### config.mk
export PLATFORM = sky130hd
export DESIGN_NAME = gold_fall_scheduler
export DESIGN_NICKNAME = d
export VERILOG_FILES = /design/src/rtl/gold_pkg.sv /design/src/rtl/gold_cell_addr.sv /design/src/rtl/gold_fall_scheduler.sv
export SDC_FILE = /design/constraint.sdc
export NUM_CORES = 1
export LEC_CHECK = 0
export ABC_CLOCK_PERIOD_IN_PS = 5430
export CAP_MARGIN = 5
export CORE_ASPECT_RATIO = 0.6
export CORE_MARGIN = 2
export CORE_UTILIZATION = 41
export CTS_CLUSTER_SIZE = 16
export DETAILED_ROUTE_END_ITERATION = 12
export MAX_ROUTING_LAYER = met4
export PLACE_DENSITY = 0.95
export SLEW_MARGIN = 30
export SYNTH_ARGS = -nofsm -noshare
export SYNTH_HDL_FRONTEND = slang
export SYNTH_SLANG_ARGS = --single-unit
### constraint.sdc
create_clock -name clk -period 5.43 [get_ports clk]
set_input_delay 0.543 -clock clk [delete_from_list [all_inputs] [get_ports clk]]
set_output_delay 0.543 -clock clk [all_outputs]
set_load 0.02 [all_outputs]
### src/rtl/gold_pkg.sv
// Shared constants and state encoding for the gold bag fall scheduler.
package gold_pkg;

  localparam int unsigned BAG_COORD_W     = 11;
  localparam int unsigned MAP_ADDR_W      = 5;
  localparam int unsigned GOLD_CELL_SHIFT = 5;
  localparam int unsigned GOLD_GRID_COLS  = 20;
  localparam int unsigned GOLD_GRID_ROWS  = 15;

  typedef logic [2:0] sched_state_t;

  localparam sched_state_t S_IDLE   = 3'd0;
  localparam sched_state_t S_SETUP  = 3'd1;
  localparam sched_state_t S_REQ    = 3'd2;
  localparam sched_state_t S_NEXT   = 3'd3;
  localparam sched_state_t S_COMMIT = 3'd4;

endpackage

### src/rtl/gold_cell_addr.sv
// Classifies one bag position: the terrain cell below it, alignment and range.
module gold_cell_addr
  import gold_pkg::*;
#(
  parameter int unsigned CELL_SHIFT = GOLD_CELL_SHIFT,
  parameter int unsigned GRID_COLS  = GOLD_GRID_COLS,
  parameter int unsigned GRID_ROWS  = GOLD_GRID_ROWS
) (
  input  logic [BAG_COORD_W-1:0] x,
  input  logic [BAG_COORD_W-1:0] y,
  input  logic                   active,
  output logic [MAP_ADDR_W-1:0]  col_c,
  output logic [MAP_ADDR_W-1:0]  row_c,
  output logic                   aligned_c,
  output logic                   in_range_c,
  output logic                   skip_c
);

  // One extra bit on the row so the cell below the bottom row is detectable.
  logic [MAP_ADDR_W:0] row_p1;

  assign col_c      = x[CELL_SHIFT+MAP_ADDR_W-1:CELL_SHIFT];
  assign row_p1     = {1'b0, y[CELL_SHIFT+MAP_ADDR_W-1:CELL_SHIFT]} + (MAP_ADDR_W+1)'(1);
  assign row_c      = row_p1[MAP_ADDR_W-1:0];
  assign skip_c     = !active || x[BAG_COORD_W-1] || y[BAG_COORD_W-1];
  assign aligned_c  = (x[CELL_SHIFT-1:0] == '0) && (y[CELL_SHIFT-1:0] == '0);
  assign in_range_c = (row_p1 < (MAP_ADDR_W+1)'(GRID_ROWS)) && (col_c < MAP_ADDR_W'(GRID_COLS));

endmodule

### src/rtl/gold_fall_scheduler.sv
// Per-frame scan of all gold bags over the shared terrain read port; commits
// the resulting can_fall vector in one cycle so every bag sees one snapshot.
module gold_fall_scheduler
  import gold_pkg::*;
#(
  parameter int unsigned NUM_BAGS    = 8,
  parameter int unsigned GRID_COLS   = GOLD_GRID_COLS,
  parameter int unsigned GRID_ROWS   = GOLD_GRID_ROWS,
  parameter int unsigned CELL_SHIFT  = GOLD_CELL_SHIFT,
  parameter int unsigned ACK_TIMEOUT = 15
) (
  input  logic                            clk,
  input  logic                            resetN,
  input  logic                            startOfFrame,
  input  logic [NUM_BAGS-1:0]             bag_active,
  input  logic [NUM_BAGS*BAG_COORD_W-1:0] bag_x,
  input  logic [NUM_BAGS*BAG_COORD_W-1:0] bag_y,
  output logic                            map_req,
  output logic [MAP_ADDR_W-1:0]           map_col,
  output logic [MAP_ADDR_W-1:0]           map_row,
  input  logic                            map_ack,
  input  logic                            map_dug,
  output logic [NUM_BAGS-1:0]             can_fall,
  output logic                            scan_done,
  output logic                            overrun,
  output logic                            ack_timeout
);

  localparam int unsigned IDX_W = (NUM_BAGS > 1) ? $clog2(NUM_BAGS) : 1;
  localparam int unsigned CNT_W = $clog2(ACK_TIMEOUT + 1);

  sched_state_t          state_q, state_d;
  logic [IDX_W-1:0]      idx_q, idx_d;
  logic [CNT_W-1:0]      cnt_q, cnt_d;
  logic [NUM_BAGS-1:0]   shadow_q, shadow_d;
  logic                  map_req_d;
  logic [MAP_ADDR_W-1:0] map_col_d, map_row_d;
  logic [NUM_BAGS-1:0]   can_fall_d;
  logic                  scan_done_d, overrun_d, ack_timeout_d;

  logic [BAG_COORD_W-1:0] cur_x, cur_y;
  logic [MAP_ADDR_W-1:0]  cur_col, cur_row;
  logic                   cur_aligned, cur_in_range, cur_skip;

  assign cur_x = bag_x[idx_q*BAG_COORD_W +: BAG_COORD_W];
  assign cur_y = bag_y[idx_q*BAG_COORD_W +: BAG_COORD_W];

  gold_cell_addr #(
    .CELL_SHIFT (CELL_SHIFT),
    .GRID_COLS  (GRID_COLS),
    .GRID_ROWS  (GRID_ROWS)
  ) u_cell_addr (
    .x          (cur_x),
    .y          (cur_y),
    .active     (bag_active[idx_q]),
    .col_c      (cur_col),
    .row_c      (cur_row),
    .aligned_c  (cur_aligned),
    .in_range_c (cur_in_range),
    .skip_c     (cur_skip)
  );

  // Next-state and next-output logic.
  always_comb begin
    state_d       = state_q;
    idx_d         = idx_q;
    cnt_d         = cnt_q;
    shadow_d      = shadow_q;
    map_req_d     = map_req;
    map_col_d     = map_col;
    map_row_d     = map_row;
    can_fall_d    = can_fall;
    scan_done_d   = 1'b0;
    ack_timeout_d = ack_timeout;
    overrun_d     = overrun || (startOfFrame && (state_q != S_IDLE));

    case (state_q)
      S_IDLE: begin
        if (startOfFrame) begin
          state_d  = S_SETUP;
          idx_d    = '0;
          shadow_d = can_fall;
        end
      end
      S_SETUP: begin
        state_d = S_NEXT;
        if (cur_skip) begin
          shadow_d[idx_q] = 1'b0;
        end else if (!cur_aligned) begin
          // Mid-cell bags keep last frame's decision until they land on a cell.
          shadow_d[idx_q] = shadow_q[idx_q];
        end else if (!cur_in_range) begin
          shadow_d[idx_q] = 1'b0;
        end else begin
          map_col_d = cur_col;
          map_row_d = cur_row;
          map_req_d = 1'b1;
          cnt_d     = '0;
          state_d   = S_REQ;
        end
      end
      S_REQ: begin
        if (map_ack) begin
          shadow_d[idx_q] = map_dug;
          map_req_d       = 1'b0;
          state_d         = S_NEXT;
        end else if (cnt_q == CNT_W'(ACK_TIMEOUT - 1)) begin
          shadow_d[idx_q] = 1'b0;
          ack_timeout_d   = 1'b1;
          map_req_d       = 1'b0;
          state_d         = S_NEXT;
        end else begin
          cnt_d = cnt_q + CNT_W'(1);
        end
      end
      S_NEXT: begin
        map_req_d = 1'b0;
        if (idx_q == IDX_W'(NUM_BAGS - 1)) begin
          state_d = S_COMMIT;
        end else begin
          idx_d   = idx_q + IDX_W'(1);
          state_d = S_SETUP;
        end
      end
      S_COMMIT: begin
        can_fall_d  = shadow_q;
        scan_done_d = 1'b1;
        state_d     = S_IDLE;
      end
      default: begin
        map_req_d = 1'b0;
        state_d   = S_IDLE;
      end
    endcase
  end

  // State and output registers.
  always_ff @(posedge clk or negedge resetN) begin
    if (!resetN) begin
      state_q     <= S_IDLE;
      idx_q       <= '0;
      cnt_q       <= '0;
      shadow_q    <= '0;
      map_req     <= 1'b0;
      map_col     <= '0;
      map_row     <= '0;
      can_fall    <= '0;
      scan_done   <= 1'b0;
      overrun     <= 1'b0;
      ack_timeout <= 1'b0;
    end else begin
      state_q     <= state_d;
      idx_q       <= idx_d;
      cnt_q       <= cnt_d;
      shadow_q    <= shadow_d;
      map_req     <= map_req_d;
      map_col     <= map_col_d;
      map_row     <= map_row_d;
      can_fall    <= can_fall_d;
      scan_done   <= scan_done_d;
      overrun     <= overrun_d;
      ack_timeout <= ack_timeout_d;
    end
  end

endmodule

==> results.toml <==
[layout]
final_common_cell = "clkdlybuf4s50_1"
drive_above_1_share_pct = 9.64
nets = 754
fin_util_pct = 70.9
area_growth_pct = 66.2
antenna_cells = 0
layout_common_cells = "clkdlybuf4s50_1, dfrtp_1, nand2_1"

[clocking]
cts.path.max_buffers = 2
cts_resized = 0
htree_levels = 2
cts.sinks = 40
cts_tree = "yes"
numCtsBuffers = 5
cts_hold_buf = 0
path_clk_slew_ps = 60
clock_latency_ps = 290
post_cts_buffers = 0
root_buffer = "clkbuf_16"

[worst_setup_path]
crit_type = "register to register"
end_kind = "register"
cp_num_buf_inv = 1
cp_cell_sequence = "nor2b_1, a22oi_1, o21ai_0, ha_1, inv_1, nor4_1, a2111oi_2, nand3_4, nand3_4, mux2_1"
critPathSlowestCell = "dfrtp_4"
max_stage_delay_ps = 710
cp.required_ps = 5600
crit_arrival_ps = 3840
crit_family = "simple AND/OR/NAND/NOR gates"
critical_path.startpoint_type = "register"
crit_fanout = 46
path_common_cell = "nand3_4"

[yosys]
yosysSeqAreaShare_pct = 29.4
syn_inst = 359
netlist_area_um2 = 3400
synth_nets = 554
ys_ff_latch = 40
yosys_most_used_dff = "dfrtp_1"
postSynthAreaPerCell_um2 = 9.48
synth_cell_type_count = 62
ys_async_sr_fraction_pct = 100
synth_edf_count = 0
synth_warnings = 0

[place]
dpl_worst_slack_ps = 1650
place_congestion = 0.911
port_buffers = 210
hpwlAfterDp_um = 11300

[floorplan]
die_w_um = 122
core-area_um2 = 7980
dieArea_um2 = 9070
ios = 211
start_util_pct = 42.7
row_count = 25
fp.dieH_um = 74.6

[timing]
skew_ps = 5.56
period_needed_ps = 3680
fmax_mhz = 272
tightest_slew_ps = 822
tns_ps = 0
fin_crit_sh_pct = 67.7
maxSlewHeadroom_pct = 45.2
finalSetupViolCount = 0
hold_viol_final = 0
worst_slack_ps = 1750
rsz0062_at_grt = "false"
hold_slack_ps = 224
maxSlewViolCount = 0

[grt]
overflow = 0
antenna_found_initial = 0
grt_first_pass_wirelength_um = 21400
grt_use_total_pct = 32.6
grt_max_degree = 47
first_global_vias = 3999

[drt]
vias = 3858
drt-wirelength-per-cell_um = 20.7
wl_um = 13800
dr.pass1.iters = 5
drc = 0
viasPerCell = 5.78
ant_nets = 0
drt_iter0_drc = 283

[power]
p_per_area_nw_per_um2 = 381
power_leakage_uw = 0.00222
peakVddDrop_mv = 0.245

[job]
maxCapViolCount = 0

[hold_path]
hp-class = "input port to asynchronous set/reset pin"

[run_status]
run_status = "finished clean"
synthesized netlist by cell type (all sizes together), types with 6 or more instances:
library cell	instances	area [um2]
mux2	20	225
and2	7	43.8
nor2	33	131
buf	17	141
nand2b	7	43.8
nor3	15	75.1
nor4	14	87.6
dfrtp	40	1000
inv	10	37.5
ha	6	75.1
nand3	12	85.1
o21ai	9	45.0
mux2i	19	203
nand3b	6	48.8
a221oi	6	52.6
mux4	13	293
o22ai	10	62.6
nand2	35	131
a21oi	15	75.1
state kept, by name (all words and copies together) (netlist names):
signal,count
ack_timeout,1
can_fall,8
idx_q,3
cnt_q,4
map_col,5
scan_done,1
map_req,1
state_q,3
overrun,1
map_row,5
shadow_q,8
metrics by stage:
| step | power (uW) | cell area, um2 | instances |
|---|---|---|---|
| after detailed placement | 1830 | 5510 | 660 |
| after floorplan | 1430 | 3400 | 359 |
| after CTS | 2130 | 5650 | 668 |
| final | 2160 | 5660 | 668 |
| after global placement | 1790 | 5510 | 660 |
| after global routing | 2280 | 5660 | 668 |
kinds of logic after synthesis:
kind of cell               share of synthesized area (%)
DFF                                                 29.4
xor gates and xnor gates                            1.03
adders and majority gates                           2.21
and+or+nand+nor                                     22.5
muxes                                               21.2
buffers and inverters                               5.74
AOI/OAI and AO/OA                                   17.9
per-layer routing:
metal  routed length (um)  track usage [%]
met2                 6450             53.5
met4                  221             6.26
met5                    0                -
met3                 1090             6.98
met1                 6090             42.4
worst paths after layout:
path | start | endpoint | slack (ps) | cells past startpoint
max | idx_q[1]$_DFFE_PN0P_ | map_row[2]$_DFFE_PN0P_ | 1750 | 10
min | resetN | shadow_q[3]$_DFFE_PN0P_ | 220 | 1
max reg2reg | idx_q[1]$_DFFE_PN0P_ | map_row[2]$_DFFE_PN0P_ | 1750 | 10
min reg2reg | ack_timeout$_DFFE_PN0P_ | ack_timeout$_DFFE_PN0P_ | 470 | 1
max in group asynchronous | resetN | idx_q[1]$_DFFE_PN0P_ | 4800 | 1
min in group clk | ack_timeout$_DFFE_PN0P_ | ack_timeout$_DFFE_PN0P_ | 470 | 1
layout make-up:
cell class	instances	area, um2
fill	610	2320
multi-input combinational	288	2210
timing repair buffer	213	2120
sequential	40	1000
tap	108	135
clock buffer	5	125
inverter	11	42.5
clock inverter	3	18.8
power by group:
group / leakage [uW] / switching (uW) / internal, uW / total (uW)
sequential: 0.000518 / 163 / 370 / 533
clock: 0.0000736 / 127 / 169 / 296
combinational: 0.00163 / 696 / 632 / 1330
No activity file was read; power rests on OpenSTA's default activity.
